### src/rtl/id_ex_stage.sv
// Decode-to-execute pipeline register with M/W operand forwarding.
// E registers load a bubble on reset or flush and hold on stall; forwarding is combinational.
module id_ex_stage #(
  parameter int unsigned WIDTH = 32,
  parameter int unsigned RADDR = 5
) (
  input  logic             clk,
  input  logic             rst,
  input  logic             StallE,
  input  logic             FlushE,
  input  logic [WIDTH-1:0] RD1D,
  input  logic [WIDTH-1:0] RD2D,
  input  logic [WIDTH-1:0] ImmExtD,
  input  logic [WIDTH-1:0] PCD,
  input  logic [RADDR-1:0] Rs1D,
  input  logic [RADDR-1:0] Rs2D,
  input  logic [RADDR-1:0] RdD,
  input  logic             RegWriteD,
  input  logic             MemWriteD,
  input  logic             BranchD,
  input  logic             ALUSrcD,
  input  logic [1:0]       ResultSrcD,
  input  logic [2:0]       ALUControlD,
  input  logic [WIDTH-1:0] ALUResultM,
  input  logic [RADDR-1:0] RdM,
  input  logic             RegWriteM,
  input  logic [WIDTH-1:0] ResultW,
  input  logic [RADDR-1:0] RdW,
  input  logic             RegWriteW,
  output logic [WIDTH-1:0] SrcAE,
  output logic [WIDTH-1:0] SrcBE,
  output logic [2:0]       ALUControlE,
  output logic [WIDTH-1:0] WriteDataE,
  output logic [WIDTH-1:0] PCE,
  output logic [WIDTH-1:0] ImmExtE,
  output logic [RADDR-1:0] Rs1E,
  output logic [RADDR-1:0] Rs2E,
  output logic [RADDR-1:0] RdE,
  output logic             RegWriteE,
  output logic             MemWriteE,
  output logic             BranchE,
  output logic [1:0]       ResultSrcE,
  output logic [1:0]       ForwardAE,
  output logic [1:0]       ForwardBE
);

  typedef struct packed {
    logic [WIDTH-1:0] rd1;
    logic [WIDTH-1:0] rd2;
    logic [WIDTH-1:0] imm;
    logic [WIDTH-1:0] pc;
    logic [RADDR-1:0] rs1;
    logic [RADDR-1:0] rs2;
    logic [RADDR-1:0] rd;
    logic             reg_write;
    logic             mem_write;
    logic             branch;
    logic             alu_src;
    logic [1:0]       result_src;
    logic [2:0]       alu_ctrl;
  } e_regs_t;

  e_regs_t e_in, e_d, e_q;

  always_comb begin
    e_in.rd1        = RD1D;
    e_in.rd2        = RD2D;
    e_in.imm        = ImmExtD;
    e_in.pc         = PCD;
    e_in.rs1        = Rs1D;
    e_in.rs2        = Rs2D;
    e_in.rd         = RdD;
    e_in.reg_write  = RegWriteD;
    e_in.mem_write  = MemWriteD;
    e_in.branch     = BranchD;
    e_in.alu_src    = ALUSrcD;
    e_in.result_src = ResultSrcD;
    e_in.alu_ctrl   = ALUControlD;
  end

  // Flush outranks stall so a squashed instruction never lingers in E.
  always_comb begin
    e_d = e_q;
    if (FlushE) begin
      e_d = '0;
    end else if (!StallE) begin
      e_d = e_in;
    end
  end

  always_ff @(posedge clk) begin
    if (!rst) begin
      e_q <= '0;
    end else begin
      e_q <= e_d;
    end
  end

  // M is checked first so the newest in-flight value wins; x0 is never forwarded.
  function automatic logic [1:0] fwd_sel(input logic [RADDR-1:0] rs,
                                         input logic             we_m,
                                         input logic [RADDR-1:0] rd_m,
                                         input logic             we_w,
                                         input logic [RADDR-1:0] rd_w);
    if (we_m && (rd_m != '0) && (rd_m == rs)) begin
      return 2'b10;
    end else if (we_w && (rd_w != '0) && (rd_w == rs)) begin
      return 2'b01;
    end
    return 2'b00;
  endfunction

  logic [1:0]       fwd_a_sel, fwd_b_sel;
  logic [WIDTH-1:0] fwd_a, fwd_b;

  always_comb begin
    fwd_a_sel = fwd_sel(e_q.rs1, RegWriteM, RdM, RegWriteW, RdW);
    fwd_b_sel = fwd_sel(e_q.rs2, RegWriteM, RdM, RegWriteW, RdW);
  end

  always_comb begin
    fwd_a = e_q.rd1;
    case (fwd_a_sel)
      2'b10:   fwd_a = ALUResultM;
      2'b01:   fwd_a = ResultW;
      default: fwd_a = e_q.rd1;
    endcase
  end

  always_comb begin
    fwd_b = e_q.rd2;
    case (fwd_b_sel)
      2'b10:   fwd_b = ALUResultM;
      2'b01:   fwd_b = ResultW;
      default: fwd_b = e_q.rd2;
    endcase
  end

  assign SrcAE       = fwd_a;
  assign SrcBE       = e_q.alu_src ? e_q.imm : fwd_b;
  assign WriteDataE  = fwd_b;
  assign ALUControlE = e_q.alu_ctrl;
  assign PCE         = e_q.pc;
  assign ImmExtE     = e_q.imm;
  assign Rs1E        = e_q.rs1;
  assign Rs2E        = e_q.rs2;
  assign RdE         = e_q.rd;
  assign RegWriteE   = e_q.reg_write;
  assign MemWriteE   = e_q.mem_write;
  assign BranchE     = e_q.branch;
  assign ResultSrcE  = e_q.result_src;
  assign ForwardAE   = fwd_a_sel;
  assign ForwardBE   = fwd_b_sel;

endmodule

### config.mk
export PLATFORM = sky130hd
export DESIGN_NAME = id_ex_stage
export DESIGN_NICKNAME = d
export VERILOG_FILES = /design/src/rtl/id_ex_stage.sv
export SDC_FILE = /design/constraint.sdc
export NUM_CORES = 1
export LEC_CHECK = 0
export ABC_CLOCK_PERIOD_IN_PS = 2700
export CAP_MARGIN = 5
export CELL_PAD_IN_SITES_DETAIL_PLACEMENT = 1
export CELL_PAD_IN_SITES_GLOBAL_PLACEMENT = 1
export CORE_MARGIN = 3
export CORE_UTILIZATION = 29
export CTS_BUF_LIST = sky130_fd_sc_hd__clkbuf_4
export DETAILED_ROUTE_END_ITERATION = 12
export PLACE_DENSITY = 0.85
export SLEW_MARGIN = 40
export SYNTH_ARGS = -nofsm -noshare
export SYNTH_HDL_FRONTEND = slang
export SYNTH_SLANG_ARGS = --single-unit
### constraint.sdc
create_clock -name clk -period 2.7 [get_ports clk]
set_input_delay 0.54 -clock clk [delete_from_list [all_inputs] [get_ports clk]]
set_output_delay 0.54 -clock clk [all_outputs]
set_load 0.02 [all_outputs]
==> impl_metrics.yaml <==
status:
  status: "finished with violations"
  violations: "negative setup slack"
timing:
  tightest_slew_ps: 580
  rsz0062_at_grt: "true"
  timing_max_transition_violations_final: 0
  setup_tns_ps: -44730
  hold_viol: 0
  finalCriticalPeriod_ps: 3370
  clock-skew-final_ps: 0
  period_share: 1.25
  relSlewSlack: 0.613
  setup_viol_count_final: 100
  layout_setup_ws_ps: -670
  clock.fmax_mhz: 297
cells_and_area:
  post_route_cells_drive_above_1_share: 0.371
  area_growth_pct: 94.2
  final_nets: 1559
  n_fill_cell: 2837
  finalNonFillerCells: 1714
synth:
  synth_top_area_frac: 0.378
  yosysWarnings: 0
  synth_top_family_by_area: "multiplexers"
  synthMuxAreaShare: 0.274
  yosys.area_share.simple: 0.140
  synth-xor-area-share: 0.0218
  synth-seq-cells: 152
  synth_nets: 1138
  netlist_top_cells_area: "dfxtp_1 (38%), mux2i_1 (23%), nor2_1 (8.6%), buf_4 (7.9%), mux2_2 (4.5%)"
  postSynthAreaPerCell_um2: 8.89
  synth-adder-area-share: 0
  synth_top_area_cell: "dfxtp_1"
  ys_types: 30
  ys_seq_area_frac: 0.378
  synth-compound-area-share: 0.0696
  syn_area_um2: 8050
  syn_inst: 906
place:
  dpl.cell_count: 1621
  finalWeightedCongestion: 0.821
  numPortBuffers: 418
  dp_hpwl_mm: 27.3
die:
  die_x_um: 173
  die_h_um: 173
  core-area_um2: 27100
  die_area_um2: 29800
  ios: 419
  num_rows: 60
  start_util: 0.297
global_route:
  antenna_found_initial: 3
  grt_max_degree: 70
  grtUsageTotal: 0.251
  grt_pass1_wl_mm: 57.7
  grt_pass1_vias: 9266
  grt_overflow_total: 0
clock_network:
  cts_sinks: 152
  ctsHoldBuffers: 0
  cts_tree: "built"
  h-tree-depth: 4
  clkSlewWorstSetupHoldPaths_ps: 140
  clockBufferDepth: 2
  clock_tree.root_cell: "clkbuf_4"
  numCtsBuffers: 17
  clock_latency_ps: 560
critical_path:
  path_cells: "dlygate4sd2_1 -> xor2_2 -> or4b_4 -> buf_12 -> o21ai_4 -> a31oi_4 -> buf_6 -> mux2_4 -> buf_6"
  crit_buf_inv: 4
  cp_top_family: "buffers and inverters"
  crit_type: "in -> out"
  arrival_ps: 2830
  worstPathRequired_ps: 2160
  critical-path-slowest-cell: "or4b_4"
  crit_fanout: 5
  slowest_delay_ps: 670
  critPathLaunchType: "input pin"
  cpMostUsedCell: "buf_6"
  worst_setup_path_end_kind: "output port"
power:
  p_int_mw: 3.83
  p_total_mw: 5.72
  pwr-share-clk: 0.274
  ir_worst_vdd_v: 0.000269
  sequentialPowerShare: 0.416
  pwr-share-comb: 0.310
  swShare: 0.330
  leakagePower_nw: 6.14
  netSwitchingPower_mw: 1.88
  p_per_area_nw_per_um2: 366
routing:
  viasPerCell: 5.05
  ant_nets: 0
  drt_iter0_drc: 401
  drtPass1Iterations: 5
  drc: 0
  wl_mm: 44.0
  wl_per_cell_um: 25.7
  vias: 8650
flow_run:
  drv_cap: 0
worst_hold_path:
  min_path_type: "reg -> reg"
-- cell families (layout without fill, tap and decap cells) --
kind of cell	count (synthesis)	in the layout
AO/OA/AOI/OAI	100	100
XOR/XNOR	20	20
buffers and inverters	156	589
flip-flops	152	152
multiplexers	216	216
other	0	3
AND/OR/NAND/NOR	262	262
-- cells in the final DEF (no fill, tap or decap), types with 26 or more instances in the layout --
| cell type | Yosys | routed |
|---|---|---|
| buf_6 | 3 | 124 |
| a31oi_4 | 0 | 29 |
| clkdlybuf4s50_1 | 0 | 307 |
| nor2_1 | 185 | 161 |
| mux2i_1 | 184 | 166 |
| o21ai_4 | 0 | 27 |
| dfxtp_1 | 152 | 143 |
| buf_12 | 0 | 26 |
| nor3_1 | 33 | 27 |
| mux2_4 | 0 | 26 |
| buf_4 | 85 | 56 |
-- flip-flops by register name, summed over array words and instances, names as in the netlist, 2 cells and up --
signal,cells
e_q,65
ImmExtE,32
PCE,32
RdE,5
Rs1E,5
Rs2E,5
ALUControlE,3
ResultSrcE,2
-- metrics by stage --
stage / setup WS [ps] / hold WS [ps] / cell area [um2] / util
final: -670 / 513 / 15600 / 0.577
after global routing: -751 / 516 / 15600 / 0.577
after CTS: -678 / 504 / 13800 / 0.510
after detailed placement: -1500 / 485 / 12900 / 0.476
after global placement: -1470 / 468 / 12900 / 0.476
after floorplan: -82.7 / 457 / 8390 / -
-- per-layer routing --
layer	vias to the layer above	global-route usage	wire length, um	part of all wire
li1	3894	-	-	-
met1	4314	0.278	16600	0.38
met2	350	0.460	23300	0.53
met3	90	0.0674	2420	0.055
met4	2	0.0892	1700	0.038
met5	-	0	13	0.00030
-- worst register-to-register path: stages (launching register included) --
cell	delay, ps
dfxtp_2	370
buf_4	310
mux2i_1	130
nor2_1	100
-- power groups by stage --
stage                     sequential (mW)  combinational, mW  clock (mW)
final                                2.38               1.77        1.56
after global routing                 2.39               1.85        1.70
after CTS                            2.37               1.51        1.59
after detailed placement             2.42               1.43           0
after global placement               2.41               1.40           0
after floorplan                      2.40              0.655           0
-- area by class of cell --
class	instances	area (um2)	share of cell area
Timing Repair Buffer	556	6070	0.389
Multi-Input combinational cell	598	5720	0.366
Sequential cell	152	3060	0.196
Tap cell	372	465	0.0298
Clock inverter	13	149	0.00953
Clock buffer	18	135	0.00865
Inverter	2	17.5	0.00112
Antenna cell	3	7.51	0.000480
-- timing repair --
item                       in CTS  in global routing
setup endpoints to repair     100                100
cloned                         13                  6
buffers inserted               22                 31
resized for setup             553                409
pin swaps                      23                 46
-- path summary, 6_finish.rpt --
kind,start,endpoint,slack [ps],depth (start not counted)
worst max register to register,e_q[5],e_q[5],1740,3
worst max-delay path,RdW[0],SrcBE[29],-670,9
worst min register to register,PCE[14],PCE[14],510,2
worst min-delay path,PCE[14],PCE[14],510,2
-- synth_stat cells (all sizes together) --
| library cell | n |
|---|---|
| a21oi | 32 |
| a31oi | 32 |
| and2 | 1 |
| buf | 115 |
| clkbuf | 39 |
| dfxtp | 152 |
| inv | 2 |
| mux2 | 32 |
| mux2i | 184 |
| nand2b | 1 |
| nand3 | 33 |
| nand4 | 2 |
| nor2 | 185 |
| nor3 | 33 |
| nor4 | 1 |
| nor4b | 1 |
| o211a | 1 |
| o211ai | 2 |
| o21ai | 33 |
| or2 | 1 |
| or4 | 3 |
| or4b | 1 |
| xnor2 | 13 |
| xor2 | 7 |
Power figures use the tool's default switching activity.
